$ cat config.mk
export PLATFORM = sky130hd
export DESIGN_NAME = mem_access_unit_flat
export DESIGN_NICKNAME = d
export VERILOG_FILES = /design/src/rtl/mem_access_unit_if.sv /design/src/rtl/mem_access_unit.sv /design/src/flat_wrapper.sv
export SDC_FILE = /design/constraint.sdc
export NUM_CORES = 1
export LEC_CHECK = 0
export ABC_AREA = 1
export CORE_UTILIZATION = 49
export DETAILED_ROUTE_END_ITERATION = 6
export PLACE_DENSITY = 0.81
export SLEW_MARGIN = 0
export SYNTH_ARGS = -nofsm -noshare
export SYNTH_HDL_FRONTEND = slang
export SYNTH_SLANG_ARGS = --single-unit
$ cat constraint.sdc
create_clock -name clk -period 2.2 [get_ports clk]
set_input_delay 0.44 -clock clk [delete_from_list [all_inputs] [get_ports clk]]
set_output_delay 0.44 -clock clk [all_outputs]
set_load 0.01 [all_outputs]
$ cat src/rtl/mem_access_unit_if.sv
// ============================================================================
// Module  : mem_access_unit_if
// Brief   : EX->MEM pipe, data-memory bus and MEM->WB pipe signals of the
//           MEM-stage load/store unit.
// Revision: 1.0
// ============================================================================
`default_nettype none

interface mem_access_unit_if;
    logic        in_valid;
    logic        in_ready;
    logic [7:0]  in_op;
    logic [31:0] in_alu_y;
    logic [31:0] in_store;
    logic [4:0]  in_wreg;
    logic        flush;
    logic        data_req;
    logic        data_wr;
    logic [3:0]  data_wen;
    logic [31:0] data_addr;
    logic [31:0] data_wdata;
    logic        data_addr_ok;
    logic        data_data_ok;
    logic [31:0] data_rdata;
    logic        out_valid;
    logic        out_ready;
    logic [31:0] out_result;
    logic [4:0]  out_wreg;
    logic [1:0]  out_exc;
    logic [31:0] out_badvaddr;

    // slave: the load/store unit itself
    modport slave (
        input  in_valid, in_op, in_alu_y, in_store, in_wreg, flush,
               data_addr_ok, data_data_ok, data_rdata, out_ready,
        output in_ready, data_req, data_wr, data_wen, data_addr, data_wdata,
               out_valid, out_result, out_wreg, out_exc, out_badvaddr
    );

    // master: the surrounding pipeline and memory
    modport master (
        output in_valid, in_op, in_alu_y, in_store, in_wreg, flush,
               data_addr_ok, data_data_ok, data_rdata, out_ready,
        input  in_ready, data_req, data_wr, data_wen, data_addr, data_wdata,
               out_valid, out_result, out_wreg, out_exc, out_badvaddr
    );
endinterface

`default_nettype wire

$ cat src/rtl/mem_access_unit.sv
// ============================================================================
// Module  : mem_access_unit
// Brief   : MEM-stage load/store unit: SRAM-like bus requests, load alignment
//           and extension, alignment/timeout exceptions, flush.
// Revision: 1.0
// ============================================================================
`default_nettype none

module mem_access_unit #(
    parameter int TIMEOUT_CYC = 255
) (
    input  wire logic         clk,
    input  wire logic         resetn,
    mem_access_unit_if.slave  bus
);

    localparam logic [7:0] c_op_lb  = 8'b1110_0000;
    localparam logic [7:0] c_op_lh  = 8'b1110_0001;
    localparam logic [7:0] c_op_lw  = 8'b1110_0011;
    localparam logic [7:0] c_op_lbu = 8'b1110_0100;
    localparam logic [7:0] c_op_lhu = 8'b1110_0101;
    localparam logic [7:0] c_op_sb  = 8'b1110_1000;
    localparam logic [7:0] c_op_sh  = 8'b1110_1001;
    localparam logic [7:0] c_op_sw  = 8'b1110_1011;
    localparam logic [7:0] c_tmo_last = 8'(TIMEOUT_CYC - 1);

    typedef enum logic [1:0] {
        S_IDLE = 2'd0,
        S_REQ  = 2'd1,
        S_WAIT = 2'd2
    } state_t;

    state_t      r_state;
    logic [7:0]  r_cnt;
    logic        r_flushed;
    logic [31:0] r_addr;
    logic [7:0]  r_op;
    logic        r_wr;
    logic [3:0]  r_wen;
    logic [31:0] r_wdata;
    logic [4:0]  r_wreg;
    logic        r_out_valid;
    logic [31:0] r_out_result;
    logic [4:0]  r_out_wreg;
    logic [1:0]  r_out_exc;
    logic [31:0] r_out_badvaddr;

    logic        w_is_load, w_is_store, w_is_mem, w_misalign, w_accept;
    logic [3:0]  w_wen;
    logic [31:0] w_wdata, w_load;
    logic [7:0]  w_byte;
    logic [15:0] w_half;
    logic        w_busy, w_done_ok, w_tmo;

    assign bus.in_ready     = (r_state == S_IDLE) && (!r_out_valid || bus.out_ready) && !bus.flush;
    assign w_accept         = bus.in_valid && bus.in_ready;
    assign bus.data_req     = (r_state == S_REQ);
    assign bus.data_wr      = r_wr;
    assign bus.data_wen     = r_wen;
    assign bus.data_addr    = {r_addr[31:2], 2'b00};
    assign bus.data_wdata   = r_wdata;
    assign bus.out_valid    = r_out_valid;
    assign bus.out_result   = r_out_result;
    assign bus.out_wreg     = r_out_wreg;
    assign bus.out_exc      = r_out_exc;
    assign bus.out_badvaddr = r_out_badvaddr;

    // Decode of the incoming instruction: class, alignment and store lanes
    always_comb begin
        w_is_load  = (bus.in_op == c_op_lb) || (bus.in_op == c_op_lbu) || (bus.in_op == c_op_lh)
                  || (bus.in_op == c_op_lhu) || (bus.in_op == c_op_lw);
        w_is_store = (bus.in_op == c_op_sb) || (bus.in_op == c_op_sh) || (bus.in_op == c_op_sw);
        w_is_mem   = w_is_load || w_is_store;
        w_misalign = 1'b0;
        w_wen      = 4'b0000;
        w_wdata    = 32'd0;
        case (bus.in_op)
            c_op_lw:            w_misalign = (bus.in_alu_y[1:0] != 2'b00);
            c_op_lh, c_op_lhu:  w_misalign = bus.in_alu_y[0];
            c_op_sb: begin
                w_wen   = 4'b0001 << bus.in_alu_y[1:0];
                w_wdata = {4{bus.in_store[7:0]}};
            end
            c_op_sh: begin
                w_misalign = bus.in_alu_y[0];
                w_wen      = bus.in_alu_y[1] ? 4'b1100 : 4'b0011;
                w_wdata    = {2{bus.in_store[15:0]}};
            end
            c_op_sw: begin
                w_misalign = (bus.in_alu_y[1:0] != 2'b00);
                w_wen      = 4'b1111;
                w_wdata    = bus.in_store;
            end
            default: ;
        endcase
    end

    // Load data alignment and extension from the latched address and op
    always_comb begin
        case (r_addr[1:0])
            2'd0:    w_byte = bus.data_rdata[7:0];
            2'd1:    w_byte = bus.data_rdata[15:8];
            2'd2:    w_byte = bus.data_rdata[23:16];
            default: w_byte = bus.data_rdata[31:24];
        endcase
        w_half = r_addr[1] ? bus.data_rdata[31:16] : bus.data_rdata[15:0];
        case (r_op)
            c_op_lb:  w_load = {{24{w_byte[7]}}, w_byte};
            c_op_lbu: w_load = {24'd0, w_byte};
            c_op_lh:  w_load = {{16{w_half[15]}}, w_half};
            c_op_lhu: w_load = {16'd0, w_half};
            c_op_lw:  w_load = bus.data_rdata;
            default:  w_load = 32'd0;
        endcase
    end

    assign w_busy    = (r_state == S_REQ) || (r_state == S_WAIT);
    assign w_done_ok = ((r_state == S_REQ) && bus.data_addr_ok && bus.data_data_ok)
                    || ((r_state == S_WAIT) && bus.data_data_ok);
    // A real completion in the last allowed cycle wins over the timeout
    assign w_tmo     = w_busy && !w_done_ok && (r_cnt == c_tmo_last);

    always_ff @(posedge clk or negedge resetn) begin
        if (!resetn) begin
            r_state        <= S_IDLE;
            r_cnt          <= 8'd0;
            r_flushed      <= 1'b0;
            r_addr         <= 32'd0;
            r_op           <= 8'd0;
            r_wr           <= 1'b0;
            r_wen          <= 4'b0000;
            r_wdata        <= 32'd0;
            r_wreg         <= 5'd0;
            r_out_valid    <= 1'b0;
            r_out_result   <= 32'd0;
            r_out_wreg     <= 5'd0;
            r_out_exc      <= 2'b00;
            r_out_badvaddr <= 32'd0;
        end else begin
            case (r_state)
                S_IDLE: begin
                    if (bus.flush) begin
                        r_out_valid <= 1'b0;
                    end else if (w_accept) begin
                        r_out_wreg <= bus.in_wreg;
                        if (!w_is_mem || w_misalign) begin
                            r_out_valid    <= 1'b1;
                            r_out_result   <= w_is_mem ? 32'd0 : bus.in_alu_y;
                            r_out_exc      <= !w_is_mem ? 2'b00 : (w_is_store ? 2'b10 : 2'b01);
                            r_out_badvaddr <= w_is_mem ? bus.in_alu_y : 32'd0;
                        end else begin
                            r_out_valid <= 1'b0;
                            r_state     <= S_REQ;
                            r_cnt       <= 8'd0;
                            r_flushed   <= 1'b0;
                            r_addr      <= bus.in_alu_y;
                            r_op        <= bus.in_op;
                            r_wr        <= w_is_store;
                            r_wen       <= w_wen;
                            r_wdata     <= w_wdata;
                            r_wreg      <= bus.in_wreg;
                        end
                    end else if (bus.out_ready) begin
                        r_out_valid <= 1'b0;
                    end
                end
                S_REQ, S_WAIT: begin
                    r_cnt <= r_cnt + 8'd1;
                    if (bus.flush) begin
                        r_flushed   <= 1'b1;
                        r_out_valid <= 1'b0;
                    end
                    if (w_done_ok || w_tmo) begin
                        r_state        <= S_IDLE;
                        r_out_valid    <= !(r_flushed || bus.flush);
                        r_out_wreg     <= r_wreg;
                        r_out_result   <= (w_tmo || r_wr) ? 32'd0 : w_load;
                        r_out_exc      <= w_tmo ? 2'b11 : 2'b00;
                        r_out_badvaddr <= w_tmo ? r_addr : 32'd0;
                    end else if ((r_state == S_REQ) && bus.data_addr_ok) begin
                        r_state <= S_WAIT;
                    end
                end
                default: r_state <= S_IDLE;
            endcase
        end
    end

endmodule

`default_nettype wire

$ cat src/flat_wrapper.sv
// flat-port wrapper written by rule: the top's interface ports become plain ports
module mem_access_unit_flat 
#(
    parameter int TIMEOUT_CYC = 255
)
  (clk, resetn, bus_in_valid, bus_in_op, bus_in_alu_y, bus_in_store, bus_in_wreg, bus_flush, bus_data_addr_ok, bus_data_data_ok, bus_data_rdata, bus_out_ready, bus_in_ready, bus_data_req, bus_data_wr, bus_data_wen, bus_data_addr, bus_data_wdata, bus_out_valid, bus_out_result, bus_out_wreg, bus_out_exc, bus_out_badvaddr);
  mem_access_unit_if bus_i ();
  input  wire logic clk;
  input  wire logic resetn;
  input wire logic [$bits(bus_i.in_valid)-1:0] bus_in_valid;
  input wire logic [$bits(bus_i.in_op)-1:0] bus_in_op;
  input wire logic [$bits(bus_i.in_alu_y)-1:0] bus_in_alu_y;
  input wire logic [$bits(bus_i.in_store)-1:0] bus_in_store;
  input wire logic [$bits(bus_i.in_wreg)-1:0] bus_in_wreg;
  input wire logic [$bits(bus_i.flush)-1:0] bus_flush;
  input wire logic [$bits(bus_i.data_addr_ok)-1:0] bus_data_addr_ok;
  input wire logic [$bits(bus_i.data_data_ok)-1:0] bus_data_data_ok;
  input wire logic [$bits(bus_i.data_rdata)-1:0] bus_data_rdata;
  input wire logic [$bits(bus_i.out_ready)-1:0] bus_out_ready;
  output wire logic [$bits(bus_i.in_ready)-1:0] bus_in_ready;
  output wire logic [$bits(bus_i.data_req)-1:0] bus_data_req;
  output wire logic [$bits(bus_i.data_wr)-1:0] bus_data_wr;
  output wire logic [$bits(bus_i.data_wen)-1:0] bus_data_wen;
  output wire logic [$bits(bus_i.data_addr)-1:0] bus_data_addr;
  output wire logic [$bits(bus_i.data_wdata)-1:0] bus_data_wdata;
  output wire logic [$bits(bus_i.out_valid)-1:0] bus_out_valid;
  output wire logic [$bits(bus_i.out_result)-1:0] bus_out_result;
  output wire logic [$bits(bus_i.out_wreg)-1:0] bus_out_wreg;
  output wire logic [$bits(bus_i.out_exc)-1:0] bus_out_exc;
  output wire logic [$bits(bus_i.out_badvaddr)-1:0] bus_out_badvaddr;
  assign bus_i.in_valid = bus_in_valid;
  assign bus_i.in_op = bus_in_op;
  assign bus_i.in_alu_y = bus_in_alu_y;
  assign bus_i.in_store = bus_in_store;
  assign bus_i.in_wreg = bus_in_wreg;
  assign bus_i.flush = bus_flush;
  assign bus_i.data_addr_ok = bus_data_addr_ok;
  assign bus_i.data_data_ok = bus_data_data_ok;
  assign bus_i.data_rdata = bus_data_rdata;
  assign bus_i.out_ready = bus_out_ready;
  assign bus_in_ready = bus_i.in_ready;
  assign bus_data_req = bus_i.data_req;
  assign bus_data_wr = bus_i.data_wr;
  assign bus_data_wen = bus_i.data_wen;
  assign bus_data_addr = bus_i.data_addr;
  assign bus_data_wdata = bus_i.data_wdata;
  assign bus_out_valid = bus_i.out_valid;
  assign bus_out_result = bus_i.out_result;
  assign bus_out_wreg = bus_i.out_wreg;
  assign bus_out_exc = bus_i.out_exc;
  assign bus_out_badvaddr = bus_i.out_badvaddr;
  mem_access_unit #(.TIMEOUT_CYC(TIMEOUT_CYC)) u_core (.clk(clk), .resetn(resetn), .bus(bus_i));
endmodule
==> results.yml, run 1 <==
grt:
  grt_start_max_net_pins: 77
  overflow: 0
  grt_antenna_before_repair: 0
  grt_pass1_wl_mm: 49.7
  grt_use_total: 0.320
  first_global_vias: 9643
place:
  place_area_mm2: 0.0125
  globalplace.congestion: 0.962
  hpwl_mm: 22.8
  portBuffers: 256
timing:
  finalSetupTns_ps: 0
  period_minus_slack_ps: 2100
  tightest_slew_ps: 604
  skew_ps: 12.8
  finalSetupViolations: 0
  timing.fmax_mhz: 475
  final.period_utilization: 0.956
  timing.slew.headroom: 0.596
  drv_slew: 0
  final_hold_viol_count: 0
  rsz0062_at_grt: "true"
yosys:
  syn_area_mm2: 0.00954
  synth_top_area_cell: "dfrtp_1"
  synthAdderAreaFrac: 0.00787
  synth_ff_type: "dfrtp_1"
  synthTopCellsByCount: "nand2_1, nand3_1, dfrtp_1, inv_1, o21ai_0"
  synth_cells: 1359
  synth_warnings: 0
  async_flop_share: 1.00
  synth-xor-area-share: 0.00459
  synthTopCellsByArea: "dfrtp_1, nand2_1, nand3_1"
  synth_top_family_by_area: "simple AND/OR/NAND/NOR gates"
  ys_types: 40
  synth_compound_area_frac: 0.0815
  synth_most_common_cell: "nand2_1"
  synth_area_per_cell_um2: 7.02
  synth-seq-area-share: 0.433
  synthMuxAreaShare: 0.00590
  synth_top_cell_area_share: 0.433
  synth-simple-area-share: 0.362
  synth_edf_count: 0
  ys_seq_elements: 165
drt:
  drtAntennaViolNets: 0
  initialDrtViolationCount: 913
  drc_errors: 0
  num_vias: 10100
  wl_per_cell_um: 16.9
  via_per_inst: 5.45
  dr.pass1.iters: 6
  wirelength_mm: 31.5
finish:
  syn2layout_area_growth_pct: 37.7
  fin_area_mm2: 0.0131
  antenna_cells: 0
  nets: 1711
  drive_gt1_frac: 0.0811
floorplanning:
  ios: 259
  num_rows: 50
  start_util: 0.505
  core-area_mm2: 0.0189
  die_w_um: 142
  fp.dieH_um: 142
  die-area_mm2: 0.0200
clocking:
  cts_root_buf: "clkbuf_16"
  h-tree-depth: 4
  clk_pin_slew_ps: 70
  clock_sinks: 165
  worstSkewPairLatency_ps: 440
  cts_buffer_depth: 2
  cts_tree: "built"
  cts_buffers: 17
pwr:
  switchingPower_uw: 4560
  p_clk_frac: 0.248
  comb_power_share: 0.403
  p_sw_frac: 0.381
  intPower_uw: 7400
  vdd_drop_max_mv: 0.661
  power_density_mw_per_mm2: 911
  pwr-share-seq: 0.348
  p_leak_uw: 0.00658
critical_path:
  reg2regPathDepth: 10
  rrSetupSlack_ps: 100
  r2r-start: "u_core.r_state[0]$_DFFE_PN0P_"
  cp_max_fo: 5
  start_kind: "flop"
  worstSetupEndpointType: "flop"
  crit_required_ps: 2520
  endpoint: "u_core.bus.out_wreg[0]$_DFFE_PN0P_"
  worst-setup-path-type: "flop to flop"
  worstSetupStartpoint: "u_core.r_state[0]$_DFFE_PN0P_"
  arrival_ps: 2430
  reg2reg_to: "u_core.bus.out_wreg[0]$_DFFE_PN0P_"
run_status:
  status: "finished, final reports clean"
job:
  drv_cap: 0
worst_hold_path:
  min_path_type: "flop to flop"
## cells by family after synthesis
| family | Yosys count |
|---|---|
| other cells | 1 |
| xor+xnor | 5 |
| mux | 5 |
| compound gates | 148 |
| fa+ha+maj | 6 |
| flops | 165 |
| buf+inv | 208 |
| simple gates | 821 |
## placed cells by master, fill, tap and decap left out, drive strengths merged
master / count
nand2: 522
ha: 6
inv: 104
conb: 2
buf: 64
dlygate4sd3: 1
o22ai: 6
dlymetal6s2s: 1
dlygate4sd2: 1
a31oi: 4
or2: 5
and3: 1
o21ai: 104
and2: 1
clkbuf: 18
clkinv: 6
nor4b: 1
nor3: 2
xor2: 2
mux2: 5
dfrtp: 165
clkinvlp: 2
a211oi: 1
a21oi: 29
o211ai: 1
a21boi: 1
nor2: 69
clkdlybuf4s50: 253
xnor2: 3
nand3b: 1
o2bb2ai: 1
nand4: 12
o2111ai: 1
nand3: 207
## stage by stage
stage / power (µW) / instances / hold slack, ps / worst slack, ps / util
2_1_floorplan: 6650 / 1360 / 144 / 271 / -
3_3_place_gp: 8830 / 1827 / 447 / -126 / 0.661
3_5_place_dp: 8920 / 1827 / 453 / -248 / 0.661
4_1_cts: 11900 / 1860 / 484 / 30.1 / 0.693
5_1_grt: 12600 / 1862 / 501 / -27.1 / 0.695
6_report: 12000 / 1862 / 480 / 96.0 / 0.695
## critical path, stage by stage, from the launching register on
cell	delay, ps
dfrtp_1	390
inv_1	80
ha_2	370
nand2_1	80
nor2_2	120
nand2_2	110
nand3_1	110
nand2_1	100
nor2_2	120
buf_4	170
mux2_2	340
## flip-flops by register name (all words and copies together) (netlist names)
signal	cells
u_core.bus.data_wen	4
u_core.bus.out_valid	1
u_core.r_addr	32
u_core.r_wreg	5
u_core.bus.out_result	32
u_core.bus.out_badvaddr	32
u_core.bus.data_wdata	32
u_core.bus.data_wr	1
u_core.bus.out_exc	2
u_core.r_state	2
u_core.bus.out_wreg	5
u_core.r_cnt	8
u_core.r_flushed	1
u_core.r_op	8
## power groups by stage
stage | clock, µW | combinational, µW | sequential (µW)
global placement | 0 | 4650 | 4180
detailed placement | 0 | 4730 | 4200
global route | 3130 | 5200 | 4230
finish | 2970 | 4830 | 4170
CTS | 3000 | 4760 | 4150
floorplan | 0 | 2400 | 4250
## worst min-delay path by stage
stage / cells after the start / endpoint / startpoint / slack (ps)
after floorplan: 0 / u_core.bus.data_wdata[0]$_DFFE_PN0P_ / resetn / 140
after global placement: 1 / u_core.r_op[6]$_DFFE_PN0P_ / resetn / 450
after detailed placement: 1 / u_core.r_op[6]$_DFFE_PN0P_ / resetn / 450
after CTS: 2 / u_core.bus.out_result[3]$_DFFE_PN0P_ / u_core.bus.out_result[3]$_DFFE_PN0P_ / 480
after global routing: 2 / u_core.bus.out_badvaddr[24]$_DFFE_PN0P_ / u_core.bus.out_badvaddr[24]$_DFFE_PN0P_ / 500
final: 2 / u_core.bus.out_result[2]$_DFFE_PN0P_ / u_core.bus.out_result[2]$_DFFE_PN0P_ / 480
## area by class of cell
cell class	instances	area, µm²
Fill cell	1527	5760
Multi-Input combinational cell	987	4430
Sequential cell	165	4130
Timing Repair Buffer	320	3280
Clock buffer	18	439
Inverter	98	368
Tap cell	260	325
Clock inverter	14	155
## per-layer routing
metal	routed length [µm]	GRT usage
met3	2800	0.0796
met4	1100	0.132
met1	12500	0.390
met2	15100	0.541
met5	0	0
## timing repair
item,4_1_cts,5_1_grt
hold endpoints to repair,24,0
buffers inserted,0,2
endpoints found under the setup margin,1,78
hold buffers,1,0
resized for setup,2,6
No activity file was read; power rests on OpenSTA's default activity.
==> run 2: changes to the inputs <==
--- a/config.mk
+++ b/config.mk
@@ -6,9 +6,11 @@
 export NUM_CORES = 1
 export LEC_CHECK = 0
 export ABC_AREA = 1
-export CORE_UTILIZATION = 49
+export CELL_PAD_IN_SITES_DETAIL_PLACEMENT = 1
+export CELL_PAD_IN_SITES_GLOBAL_PLACEMENT = 2
+export CORE_UTILIZATION = 26
 export DETAILED_ROUTE_END_ITERATION = 6
-export PLACE_DENSITY = 0.81
+export PLACE_DENSITY_LB_ADDON = 0.1
 export SLEW_MARGIN = 0
 export SYNTH_ARGS = -nofsm -noshare
 export SYNTH_HDL_FRONTEND = slang
==> run 2 against run 1 <==
Effect of this change: the flow now finishes with violations (DRC); sequential share of layout area shrank 1.9 points; die area grew 87%; setup slack gained 25 ps; largest cell class unchanged; largest power group unchanged; highest routed layer unchanged.
==> results.yml, run 2 (synthesized netlist as in run 1, its figures left out) <==
place:
  portBuffers: 256
  post-place-cells: 2072
  globalplace.congestion: 0.831
  hpwl_mm: 29.5
critical_path:
  arrival_ps: 1640
  cp_num_buf_inv: 2
  start_kind: "flop"
  cp_max_fo: 5
  worst-setup-path-type: "flop to output port"
  crit_required_ps: 1760
  crit_family: "buffers and inverters"
  worstSetupEndpointType: "output port"
  slowest_stage: "dfrtp_1"
  crit_chain: "inv_1, ha_4, nand2_1, nor2_1, dlygate4sd2_1"
  worst_path_largest_cell_delay_ps: 420
timing:
  finalSetupViolations: 0
  final.period_utilization: 0.945
  period_minus_slack_ps: 2080
  tightest_slew_ps: 535
  timing.slew.headroom: 0.643
  timing.fmax_mhz: 481
  skew_ps: 16.3
  final_hold_viol_count: 0
  drv_slew: 0
drt:
  num_vias: 9880
  wirelength_mm: 38.7
  via_per_inst: 4.68
  drtAntennaViolNets: 0
  dr.pass1.iters: 7
  initialDrtViolationCount: 437
  wl_per_cell_um: 18.4
  drc_errors: 19
clocking:
  cts_root_buf: "clkbuf_16"
  clk_pin_slew_ps: 70
  cts_buffers: 17
  clock_sinks: 165
  cts_buffer_depth: 2
  h-tree-depth: 4
  worstSkewPairLatency_ps: 450
  cts_tree: "built"
grt:
  grt_antenna_before_repair: 1
  overflow: 0
  grt_pass1_wl_mm: 60.5
  first_global_vias: 10400
  grt_start_max_net_pins: 46
  grt_use_total: 0.209
finish:
  final_common_cell: "nand2_1"
  nets: 1756
  finalCoreUtilization: 0.390
  drive_gt1_frac: 0.108
  layout.cells.non_filler: 2109
  syn2layout_area_growth_pct: 46.6
  final_cell_mix: "nand2_1, clkdlybuf4s50_1, nand3_1"
pwr:
  p_clk_frac: 0.258
  p_sw_frac: 0.369
  switchingPower_uw: 4800
  p_leak_uw: 0.00689
  power_density_mw_per_mm2: 932
  comb_power_share: 0.422
  intPower_uw: 8220
  pwr-share-seq: 0.320
  vdd_drop_max_mv: 0.689
floorplanning:
  die-area_mm2: 0.0374
  core-area_mm2: 0.0358
  die_w_um: 194
  fp.dieH_um: 194
  num_rows: 69
  start_util: 0.266
  ios: 259
run_status:
  violations: "DRC"
  status: "finished, violations left"
job:
  drv_cap: 0
worst_hold_path:
  min_path_type: "flop to flop"
run 2: worst register-to-register path: cells and delay by family, from the launching register on:
family                   cells  cell delay (ps)
adder cells (fa/ha/maj)      1              300
buffers and inverters        3              440
flip-flops                   1              410
AND/OR/NAND/NOR              8              790
run 2: path summary, 6_finish.rpt:
kind / from / end / slack [ps] / cells after the start
setup / recovery: u_core.r_state[0]$_DFFE_PN0P_ / bus_in_ready / 120 / 5
hold / removal: u_core.bus.out_exc[1]$_DFFE_PN0P_ / u_core.bus.out_exc[1]$_DFFE_PN0P_ / 480 / 2
setup reg to reg: u_core.r_state[0]$_DFFE_PN0P_ / u_core.bus.out_badvaddr[14]$_DFFE_PN0P_ / 140 / 12
hold reg to reg: u_core.bus.out_exc[1]$_DFFE_PN0P_ / u_core.bus.out_exc[1]$_DFFE_PN0P_ / 480 / 2
max in group asynchronous: resetn / u_core.bus.data_wdata[17]$_DFFE_PN0P_ / 1030 / 3
min in group asynchronous: resetn / u_core.bus.out_result[5]$_DFFE_PN0P_ / 500 / 2
run 2: routing by layer:
layer  vias to the layer above  global-route usage  part of all wire
met5                         -                   0                 0
met4                         0              0.0643             0.018
met3                        31              0.0425             0.045
met2                       205               0.353              0.49
met1                      4762               0.267              0.45
li1                       4882                   -                 -
run 2: layout make-up:
class	instances	area (µm²)
clock buffer	19	453
timing repair buffer	365	3790
tap	461	577
antenna	1	2.50
sequential	165	4130
clock inverter	13	191
inverter	98	370
multi-input combinational	987	4470
fill	4379	21800
run 2: power groups by stage:
stage	combinational [µW]	clock, µW	sequential [µW]
after detailed placement	5410	0	4250
after CTS	5450	3450	4200
after floorplan	2400	0	4250
after global placement	5360	0	4240
final	5500	3360	4180
after global routing	5990	3560	4260
run 2: what timing repair did:
action,in CTS,in global routing
hold endpoints to repair,38,0
pin swaps,0,1
resized for setup,3,12
cloned,0,2
hold buffers,1,0
endpoints found under the setup margin,15,82
buffers inserted,0,1
run 2: metrics by stage:
step	hold WS, ps	power, µW	instance area, µm²	TNS, ps	setup slack [ps]
floorplan	144	6650	9540	0	271
global placement	408	9610	13200	-16770	-404
detailed placement	406	9660	13200	-22580	-453
CTS	483	13100	13900	0	0.437
global route	502	13800	14000	-95.9	-22.9
finish	478	13000	14000	0	121
